### src/rtl/axi_pkg.sv
// Shared AXI read-path definitions: field widths, encodings and arbiter states.
package axi_pkg;

  localparam int AXI_SIZE_W  = 3;
  localparam int AXI_BURST_W = 2;
  localparam int AXI_RESP_W  = 2;

  localparam logic [AXI_BURST_W-1:0] BURST_FIXED = 2'b00;
  localparam logic [AXI_BURST_W-1:0] BURST_INCR  = 2'b01;
  localparam logic [AXI_BURST_W-1:0] BURST_WRAP  = 2'b10;

  localparam logic [AXI_RESP_W-1:0] RESP_OKAY   = 2'b00;
  localparam logic [AXI_RESP_W-1:0] RESP_EXOKAY = 2'b01;
  localparam logic [AXI_RESP_W-1:0] RESP_SLVERR = 2'b10;
  localparam logic [AXI_RESP_W-1:0] RESP_DECERR = 2'b11;

  typedef enum logic [1:0] {
    ST_IDLE = 2'd0,
    ST_ADDR = 2'd1,
    ST_DATA = 2'd2
  } arb_state_e;

endpackage

### src/rtl/rr_arbiter.sv
// Combinational N-way round-robin pick: the first requester strictly after
// ptr (wrapping) wins; result is one-hot, or zero when nobody requests.
module rr_arbiter #(
  parameter int N     = 2,
  parameter int PTR_W = (N > 1) ? $clog2(N) : 1
) (
  input  logic [N-1:0]     req,
  input  logic [PTR_W-1:0] ptr,
  output logic [N-1:0]     gnt
);

  logic             found;
  logic [PTR_W-1:0] idx;

  // Scan ptr+1, ptr+2, ... ptr+N (mod N) and keep the first hit.
  always_comb begin
    gnt   = '0;
    found = 1'b0;
    idx   = '0;
    for (int k = 1; k <= N; k++) begin
      idx = PTR_W'((int'(ptr) + k) % N);
      if (!found && req[idx]) begin
        gnt[idx] = 1'b1;
        found    = 1'b1;
      end
    end
  end

endmodule

### src/rtl/axi_read_arbiter.sv
// Round-robin arbiter sharing one slave AR/R read path between NUM_MASTERS
// requesters, one outstanding burst at a time.
//
//   state   | meaning
//   --------+-----------------------------------------------------------
//   ST_IDLE | no owner; pick a winner from pending ARVALIDs
//   ST_ADDR | owner's AR channel routed to the slave until handshake
//   ST_DATA | slave R channel routed to owner until the RLAST handshake
module axi_read_arbiter
  import axi_pkg::*;
#(
  parameter int NUM_MASTERS        = 2,
  parameter int ADDR_WIDTH         = 32,
  parameter int READ_CHANNEL_WIDTH = 32,
  parameter int READ_BURST_LEN     = 8
) (
  input  logic                                  clk,
  input  logic                                  rst_n,
  input  logic [NUM_MASTERS-1:0]                m_ARVALID,
  output logic [NUM_MASTERS-1:0]                m_ARREADY,
  input  logic [NUM_MASTERS*ADDR_WIDTH-1:0]     m_ARADDR,
  input  logic [NUM_MASTERS*READ_BURST_LEN-1:0] m_ARLEN,
  input  logic [NUM_MASTERS*AXI_SIZE_W-1:0]     m_ARSIZE,
  input  logic [NUM_MASTERS*AXI_BURST_W-1:0]    m_ARBURST,
  output logic [NUM_MASTERS-1:0]                m_RVALID,
  output logic [READ_CHANNEL_WIDTH-1:0]         m_RDATA,
  output logic                                  m_RLAST,
  output logic [AXI_RESP_W-1:0]                 m_RRESP,
  input  logic [NUM_MASTERS-1:0]                m_RREADY,
  output logic                                  ARVALID,
  input  logic                                  ARREADY,
  output logic [ADDR_WIDTH-1:0]                 ARADDR,
  output logic [READ_BURST_LEN-1:0]             ARLEN,
  output logic [AXI_SIZE_W-1:0]                 ARSIZE,
  output logic [AXI_BURST_W-1:0]                ARBURST,
  input  logic                                  RVALID,
  input  logic [READ_CHANNEL_WIDTH-1:0]         RDATA,
  input  logic                                  RLAST,
  input  logic [AXI_RESP_W-1:0]                 RRESP,
  output logic                                  RREADY,
  output logic [NUM_MASTERS-1:0]                grant,
  output logic                                  rlast_err
);

  localparam int PTR_W = (NUM_MASTERS > 1) ? $clog2(NUM_MASTERS) : 1;

  arb_state_e                state_q, state_d;
  logic [NUM_MASTERS-1:0]    grant_q, grant_d;
  logic [PTR_W-1:0]          ptr_q, ptr_d;
  logic [READ_BURST_LEN-1:0] len_q, len_d;
  logic [READ_BURST_LEN-1:0] cnt_q, cnt_d;
  logic                      rlast_err_q, rlast_err_d;

  logic [NUM_MASTERS-1:0]    winner;
  logic [READ_BURST_LEN-1:0] win_len;
  logic [PTR_W-1:0]          g_idx;
  logic                      sel_arvalid;
  logic                      sel_rready;
  logic [ADDR_WIDTH-1:0]     sel_araddr;
  logic [READ_BURST_LEN-1:0] sel_arlen;
  logic [AXI_SIZE_W-1:0]     sel_arsize;
  logic [AXI_BURST_W-1:0]    sel_arburst;

  rr_arbiter #(
    .N    (NUM_MASTERS),
    .PTR_W(PTR_W)
  ) u_rr (
    .req(m_ARVALID),
    .ptr(ptr_q),
    .gnt(winner)
  );

  // State registers; pointer resets to the last master so master 0 wins first.
  always_ff @(posedge clk or negedge rst_n) begin
    if (!rst_n) begin
      state_q     <= ST_IDLE;
      grant_q     <= '0;
      ptr_q       <= PTR_W'(NUM_MASTERS - 1);
      len_q       <= '0;
      cnt_q       <= '0;
      rlast_err_q <= 1'b0;
    end else begin
      state_q     <= state_d;
      grant_q     <= grant_d;
      ptr_q       <= ptr_d;
      len_q       <= len_d;
      cnt_q       <= cnt_d;
      rlast_err_q <= rlast_err_d;
    end
  end

  // One-hot muxes: owner's AR fields and RREADY, plus the new winner's ARLEN.
  always_comb begin
    sel_arvalid = 1'b0;
    sel_rready  = 1'b0;
    sel_araddr  = '0;
    sel_arlen   = '0;
    sel_arsize  = '0;
    sel_arburst = '0;
    g_idx       = '0;
    win_len     = '0;
    for (int i = 0; i < NUM_MASTERS; i++) begin
      if (grant_q[i]) begin
        sel_arvalid = m_ARVALID[i];
        sel_rready  = m_RREADY[i];
        sel_araddr  = m_ARADDR[i*ADDR_WIDTH +: ADDR_WIDTH];
        sel_arlen   = m_ARLEN[i*READ_BURST_LEN +: READ_BURST_LEN];
        sel_arsize  = m_ARSIZE[i*AXI_SIZE_W +: AXI_SIZE_W];
        sel_arburst = m_ARBURST[i*AXI_BURST_W +: AXI_BURST_W];
        g_idx       = PTR_W'(i);
      end
      if (winner[i]) begin
        win_len = m_ARLEN[i*READ_BURST_LEN +: READ_BURST_LEN];
      end
    end
  end

  // Handshake routing: only the owner ever sees ARREADY/RVALID.
  always_comb begin
    ARVALID   = 1'b0;
    RREADY    = 1'b0;
    m_ARREADY = '0;
    m_RVALID  = '0;
    case (state_q)
      ST_ADDR: begin
        ARVALID   = sel_arvalid;
        m_ARREADY = grant_q & {NUM_MASTERS{ARREADY}};
      end
      ST_DATA: begin
        RREADY   = sel_rready;
        m_RVALID = grant_q & {NUM_MASTERS{RVALID}};
      end
      default: ;
    endcase
  end

  // Next state. The grant is never revoked in ADDR even if the owner drops
  // ARVALID. rlast_err flags RLAST arriving on any beat other than len_q,
  // and its absence on beat len_q.
  always_comb begin
    state_d     = state_q;
    grant_d     = grant_q;
    ptr_d       = ptr_q;
    len_d       = len_q;
    cnt_d       = cnt_q;
    rlast_err_d = 1'b0;
    case (state_q)
      ST_IDLE: begin
        if (|m_ARVALID) begin
          grant_d = winner;
          len_d   = win_len;
          state_d = ST_ADDR;
        end
      end
      ST_ADDR: begin
        if (ARVALID && ARREADY) begin
          cnt_d   = '0;
          state_d = ST_DATA;
        end
      end
      ST_DATA: begin
        if (RVALID && RREADY) begin
          cnt_d = cnt_q + READ_BURST_LEN'(1);
          if (RLAST) begin
            rlast_err_d = (cnt_q != len_q);
            ptr_d       = g_idx;
            grant_d     = '0;
            state_d     = ST_IDLE;
          end else begin
            rlast_err_d = (cnt_q == len_q);
          end
        end
      end
      default: state_d = ST_IDLE;
    endcase
  end

  assign ARADDR    = sel_araddr;
  assign ARLEN     = sel_arlen;
  assign ARSIZE    = sel_arsize;
  assign ARBURST   = sel_arburst;
  assign m_RDATA   = RDATA;
  assign m_RLAST   = RLAST;
  assign m_RRESP   = RRESP;
  assign grant     = grant_q;
  assign rlast_err = rlast_err_q;

endmodule

### config.mk
export PLATFORM = sky130hd
export DESIGN_NAME = axi_read_arbiter
export DESIGN_NICKNAME = d
export VERILOG_FILES = /design/src/rtl/axi_pkg.sv /design/src/rtl/rr_arbiter.sv /design/src/rtl/axi_read_arbiter.sv
export SDC_FILE = /design/constraint.sdc
export NUM_CORES = 1
export LEC_CHECK = 0
export ABC_AREA = 1
export ABC_CLOCK_PERIOD_IN_PS = 2700
export BUFFER_PORTS_ARGS = -buffer_cell sky130_fd_sc_hd__buf_2
export CAP_MARGIN = 20
export CORE_AREA = 2 2 87 89
export CTS_CLUSTER_DIAMETER = 30
export DETAILED_ROUTE_END_ITERATION = 6
export DIE_AREA = 0 0 89 91
export GPL_ROUTABILITY_DRIVEN = 0
export MAX_ROUTING_LAYER = met4
export PLACE_DENSITY_LB_ADDON = 0.1
export SLEW_MARGIN = 10
export SYNTH_ARGS = -nofsm -noshare
export SYNTH_HDL_FRONTEND = slang
export SYNTH_SLANG_ARGS = --single-unit
### constraint.sdc
create_clock -name clk -period 2.7 [get_ports clk]
set_input_delay 0.54 -clock clk [delete_from_list [all_inputs] [get_ports clk]]
set_output_delay 0.54 -clock clk [all_outputs]
set_load 0.005 [all_outputs]
# After elaboration in Yosys (flattened, before gate mapping)
# Index checks and enable logic that the tools add are counted.
word_totals:
  elab_cells: 82
  in_bits: 133
  reg_bits: 22
op_classes:
  order_cmp: 4
  reduce_logical: 15
  muxes: 43
  n_eq_ne: 8
  bitwise_logic: 3
  add_sub_neg: 3
ops:
  columns: ["cell", "count"]
  rows:
  - ["$mux 32", 2]
  - ["$mux 8", 6]
  - ["$mux 2", 11]
  - ["$mux 1", 17]
  - ["$pmux 8 s2", 1]
  - ["$add 8x1->8 const B", 1]
  - ["$eq 8x8->1", 1]
  - ["$ne 2x2->1 const B", 4]
  - ["$ne 8x8->1", 1]
  - ["$reduce_and 4->1", 2]
  - ["$mux 3", 2]
  - ["$pmux 2 s3", 1]
  - ["$reduce_and 3->1", 2]
  - ["$logic_and 1x1->1", 5]
  - ["$and 2x2->2", 2]
  - ["$lt 1x2->1 const B", 2]
  - ["$pmux 2 s2", 1]
  - ["$reduce_bool 2->1", 2]
  - ["$add 1x1->1 const B", 2]
  - ["$demux 1 s1", 2]
  - ["$eq 2x1->1 const B", 1]
  - ["$eq 2x2->1 const B", 1]
  - ["$ge 1x1->1 const B", 2]
  - ["$logic_not 2->1", 1]
  - ["4 further kinds", 4]

# Longest topological paths before layout
# Gate-level depths: netlist (run 1).
logic_depth:
  depth_word: 10
  mapped_depth: 9
  depth_no_buf: 8

# Modules after synthesis
# Synthesis (run 1) repeated with hierarchy kept, for this count alone.
unflattened:
  cells_unflattened: 310
  hier_area_um2: 2180.8
by_module_without_submodules:
  columns: ["mod", "instances", "cells_per_inst", "area_per_inst_um2"]
  rows:
  - ["axi_read_arbiter", 1, 305, 2160.8]
  - ["rr_arbiter", 1, 5, 20.0]

# Least setup slack after synthesis (run 1)
# No wires, ideal clock.
synth_path:
  path_type: "register -> output"
  startpoint: "register grant_q[1], in the netlist grant[1]"
  endpoint: "output port ARADDR[0]"
  stages_incl_launch_ff: 6
  path_buffers: 1
  path_slack_ps: 1114
  arrival_ps: 1046
  required_time_ps: 2160
  cell_sequence: "dfrtp_1 -> inv_2 -> nand2_4 -> inv_2 -> buf_2 -> a22o_1"
synth_between:
  elab_chain_len: 1
synth_rtl:
  columns: ["element", "line_no", "text"]
  rows:
  - ["start, declared", "axi_read_arbiter.sv:48", "logic [NUM_MASTERS-1:0] grant_q, grant_d;"]
  - ["start signal, assigned", "axi_read_arbiter.sv:84", "grant_q <= grant_d;"]
  - ["$mux 32", "axi_read_arbiter.sv:103", "if (grant_q[i]) begin"]
  - ["end, declared", "axi_read_arbiter.sv:32", "output logic [ADDR_WIDTH-1:0] ARADDR,"]
# Every way passes these cells.

# Worst setup path in the final report (run 1)
# Ends and elaborated chain as after synthesis.

==> results of run 1 <==
==> metrics by stage <==
step	area [um^2]	total power [W]	hold slack [ns]	utilization [%]
floorplan	2080	0.00129	0.244	-
detailed placement	2660	0.00173	0.493	37.3
finish	2720	0.00196	0.236	38.1
global route	2720	0.00215	0.274	38.1
global placement	2660	0.00173	0.489	37.3
CTS	2720	0.00198	0.253	38.1
==> layer usage <==
| layer | share of wire, % | global-route usage [%] |
|---|---|---|
| met1 | 43 | 23.1 |
| met2 | 48 | 33.1 |
| met3 | 8.7 | 5.45 |
| met4 | 0.77 | 2.74 |
| met5 | 0 | - |
==> cells in the mapped netlist (2+ instances only) <==
library cell  number  area, um^2
nand2_1           80         300
inv_1             39         146
a22o_1            37         324
buf_4             36         270
dfrtp_1           21         526
o22ai_1           16         100
nand3_1           13        65.1
nor2_1            12        45.0
buf_2              7        35.0
o21ai_1            6        30.0
inv_2              5        18.8
nand2_2            4        25.0
nor3_1             4        20.0
o21ai_0            3        15.0
o21ai_2            3        26.3
xnor2_1            3        26.3
clkbuf_1           2        7.51
xor2_1             2        17.5
==> final cells by class <==
class | instances | area share (%)
flip-flops and latches | 22 | 20.3
multi-input cells | 189 | 38.6
repair buffers | 154 | 28.5
inverters | 44 | 6.08
well taps | 99 | 4.56
clock buffers | 4 | 2.03
==> sequential cells by signal (all words and copies together) (netlist names) <==
register,cells
cnt_q,8
len_q,8
grant,2
state_q,2
ptr_q,1
rlast_err,1
==> where the power goes <==
part	internal (W)	leakage, nW	total [W]	switching [W]
combinational	0.000539	1.30	0.00124	0.000701
sequential	0.000412	0.288	0.000473	0.0000618
clock	0.000130	0.0288	0.000247	0.000117
total	0.00108	1.62	0.00196	0.000879
==> worst max-delay path by stage <==
stage | from | to | cells past startpoint
finish | grant[1] | ARADDR[0] | 5
global route | grant[1] | ARADDR[0] | 5
CTS | grant[1] | ARADDR[0] | 5
detailed placement | grant[1] | ARADDR[0] | 5
global placement | grant[1] | ARADDR[0] | 5
floorplan | grant[1] | ARADDR[0] | 5
==> worst max-delay path: cells and delay by family (launching register included) <==
family | cells | cell delay, ns
buffers and inverters | 3 | 0.79
flip-flops | 1 | 0.39
AO/OA/AOI/OAI | 1 | 0.25
AND/OR/NAND/NOR | 1 | 0.14
==> logic make-up (layout without fill, tap and decap cells) <==
group / after synthesis / after routing / synth area share [%]
flip-flops: 22 / 22 / 26.5
adder cells (fa/ha/maj): 1 / 1 / 0.601
XOR/XNOR: 5 / 5 / 2.10
AO/OA/AOI/OAI: 66 / 66 / 24.0
AND/OR/NAND/NOR: 117 / 117 / 23.6
buffers and inverters: 90 / 202 / 23.2
==> flow_summary.toml, run 1 <==
[detailed_routing]
vias = 2387
drt_first_pass_iters = 4
wl_per_cell_um = 15.5
antenna_left = 0
routed_wl_um = 7960
drtIter0Drc = 89
viasPerCell = 4.66
drc_errors = 0

[worst_setup_path]
cpPeakStageDelay_ns = 0.46
path_max_fanout = 37
slowest_stage = "inv_2"
cp_cell_sequence = "inv_2 -> nand2_4 -> inv_2 -> a22o_1 -> buf_2"
required_ns = 2.16
r2r_slack_ns = 1.13
critPathKind = "flop to output port"
r2r_cells = 8
worstPathArrival_ns = 1.85
cp-end-kind = "output port"
r2r-start = "grant[1]"
startpoint_type = "flop"
crit_top_cell = "inv_2"
worstReg2RegEnd = "cnt_q[7]"

[clock_network]
cts_buffer_depth = 2
cts-htree-levels = 1
post_cts_resized = 0
clk-insertion-delay-late_ns = 0.27
cts_sinks = 22
ctsHoldBuffers = 0
cts_buffers = 3
post_cts_buffers = 0
cts-root-buf = "clkbuf_8"
cts_tree = "built"
path_clk_slew_ns = 0.08

[global_route]
grt_overflow = 0
antenna_found_initial = 0
grt_pass1_wl_um = 11700
grt.total_usage_pct = 19.4
grt_max_degree = 42
grt_pass1_vias = 2328

[yosys]
synth_seq_cells = 22
synth_async_sr_flop_share_pct = 100
synth.distinct_cells = 26
yosys_warnings = 0
yosysSeqAreaShare_pct = 26.5
synth_fp_nets = 435
synth_edf_count = 0
synth.avg_cell_area_um2 = 6.92
syn_area_mm2 = 0.00208
synth_ff_type = "dfrtp_1"
synthCells = 301

[layout]
drive_gt1_share_pct = 42.1
fill_cells = 829
n_antenna_cell = 0
fin_cells = 512
seq_area_um2 = 552
final_common_cell = "buf_2"
finalNetCount = 548
final_cell_mix = "buf_2, nand2_1, inv_1"
area_growth_pct = 30.5
multi_input_area_mm2 = 0.00105

[die]
rows = 31
coreArea_mm2 = 0.00714
pin_count = 222
dieHeight_um = 91
dieArea_mm2 = 0.00810
fp.dieW_um = 89
initial_utilization_pct = 29.2

[placed_design]
dp_cells = 508
port_buffers = 153
post-place-ws_ns = 0.582
dp_hpwl_um = 6690

[timing]
max_slew_margin_pct = 61.0
worst_slack_ns = 0.311
max_freq_mhz = 419
tightest_slew_ns = 0.584
finalCritPeriodShare_pct = 88.5
layout_min_cycle_time_ns = 2.39
hold_viol_final = 0
slew_viol_final = 0
grt_setup_unrepaired = "false"
setup_tns_ns = 0
skew_ns = 0.000946
setup_viol_count_final = 0

[job]
max-cap-violations = 0

[power_and_ir_drop]
p_per_area_mw_per_mm2 = 722
leakage_nw = 1.62
ir_drop_mv = 0.281

[hold_path]
hold_path_class = "input port to async pin"

[outcome]
status = "finished clean"
No activity file was read; power rests on OpenSTA's default activity.
==> run 2: changes to the inputs <==
- CAP_MARGIN: 20 -> 10
- CORE_AREA: 2 2 87 89 -> unset
- CORE_ASPECT_RATIO: unset -> 2
- CORE_MARGIN: unset -> 1.5
- CORE_UTILIZATION: unset -> 30
- DIE_AREA: 0 0 89 91 -> unset
==> flow_summary.toml, run 2 (synthesis gave the netlist of run 1 again) <==
[timing]
setup_tns_ns = 0
skew_ns = 0.00236
max_slew_margin_pct = 59.3
tightest_slew_ns = 0.609
max_freq_mhz = 414
layout_min_cycle_time_ns = 2.41
hold_viol_final = 0
setup_viol_count_final = 0
slew_viol_final = 0
grt_setup_unrepaired = "false"
finalCritPeriodShare_pct = 89.4
worst_slack_ns = 0.286

[job]
max-cap-violations = 0

[worst_setup_path]
required_ns = 2.16
path_max_fanout = 37
cp-end-kind = "output port"
cp.depth = 5
startpoint_type = "flop"
slowest_stage = "inv_2"
crit_family = "buffers and inverters"
r2r-start = "grant[1]"
cpPeakStageDelay_ns = 0.48
critPathKind = "flop to output port"
worstPathArrival_ns = 1.87
crit_top_cell = "inv_2"
cp_cell_sequence = "inv_2 -> nand2_4 -> inv_2 -> a22o_1 -> buf_2"
worstReg2RegEnd = "cnt_q[6]"
r2r_slack_ns = 1.11
cp.buffers_inverters = 3
r2r_cells = 8

[layout]
area_growth_pct = 32.3
top_regs = "cnt_q x8, len_q x8"
finalNetCount = 548
final_cell_mix = "buf_2, nand2_1, inv_1"
final_common_cell = "buf_2"
drive_gt1_share_pct = 42.1
design_area_mm2 = 0.00275
fin_cells = 508

[clock_network]
ctsHoldBuffers = 0
post_cts_resized = 0
cts-htree-levels = 1
clk-insertion-delay-late_ns = 0.26
cts_tree = "built"
cts-root-buf = "clkbuf_16"
cts_buffers = 3
post_cts_buffers = 0
cts_buffer_depth = 2
cts_sinks = 22
path_clk_slew_ns = 0.06

[detailed_routing]
wl_per_cell_um = 16.5
drc_errors = 0
drtIter0Drc = 98
routed_wl_um = 8380
antenna_left = 0
vias = 2442
drt_first_pass_iters = 4
viasPerCell = 4.81

[die]
dieArea_mm2 = 0.00748
dieHeight_um = 121
rows = 42
initial_utilization_pct = 31.2
pin_count = 222
fp.dieW_um = 61.9
coreArea_mm2 = 0.00667

[power_and_ir_drop]
p_per_area_mw_per_mm2 = 751
pwr-share-clk_pct = 17.0
leakage_nw = 1.63
internal_power_w = 0.00118
ir_drop_mv = 0.402
power_switching_w = 0.000892
seq_power_share_pct = 22.8
p_total_w = 0.00207
switching_share_pct = 43.1
comb_power_share_pct = 60.3

[placed_design]
dp_hpwl_um = 7090
port_buffers = 153
place_area_mm2 = 0.00265
dp_cells = 497
post-place-ws_ns = 0.559

[global_route]
grt_overflow = 0
grt_max_degree = 42
grt.total_usage_pct = 22.5
grt_pass1_vias = 2407
antenna_found_initial = 7
grt_pass1_wl_um = 11700

[outcome]
status = "finished clean"

[hold_path]
hold_path_class = "input port to async pin"
[run 2: power groups by stage]
stage	sequential (W)	clock [W]	combinational [W]
global route	0.000484	0.000364	0.00142
global placement	0.000477	0	0.00124
finish	0.000471	0.000351	0.00125
detailed placement	0.000478	0	0.00126
CTS	0.000471	0.000357	0.00126
floorplan	0.000469	0	0.000817
[run 2: worst reg2reg max path: cells and delay by family, from the launching register on]
kind / cells / cell delay (ns)
buffers and inverters: 1 / 0.38
DFF: 1 / 0.35
and+or+nand+nor: 7 / 0.75
[run 2: layout make-up]
| class | instances | area, um^2 |
|---|---|---|
| Fill cell | 728 | 3920 |
| Clock buffer | 4 | 88.8 |
| Tap cell | 88 | 110 |
| Antenna cell | 7 | 17.5 |
| Sequential cell | 22 | 552 |
| Inverter | 44 | 165 |
| Multi-Input combinational cell | 189 | 1050 |
| Timing Repair Buffer | 154 | 773 |
[run 2: metrics by stage]
step	hold slack, ns	util [%]
detailed placement	0.491	39.7
global route	0.307	41.3
CTS	0.277	41.0
floorplan	0.244	-
global placement	0.490	39.7
finish	0.256	41.3
[run 2: metal layers]
| layer | global-route usage (%) | wire [um] | vias up |
|---|---|---|---|
| met5 | - | 0 | - |
| met4 | 6.12 | 132 | 0 |
| met3 | 12.7 | 1270 | 9 |
| met2 | 39.0 | 4180 | 146 |
| met1 | 20.0 | 2800 | 1088 |
| li1 | - | - | 1199 |
[run 2: how the worst max path moves through the flow]
stage / start / endpoint
floorplan: grant[1] / ARADDR[0]
global placement: grant[1] / ARADDR[0]
detailed placement: grant[1] / ARBURST[1]
CTS: grant[1] / ARBURST[1]
global route: grant[1] / ARBURST[1]
finish: grant[1] / ARBURST[1]
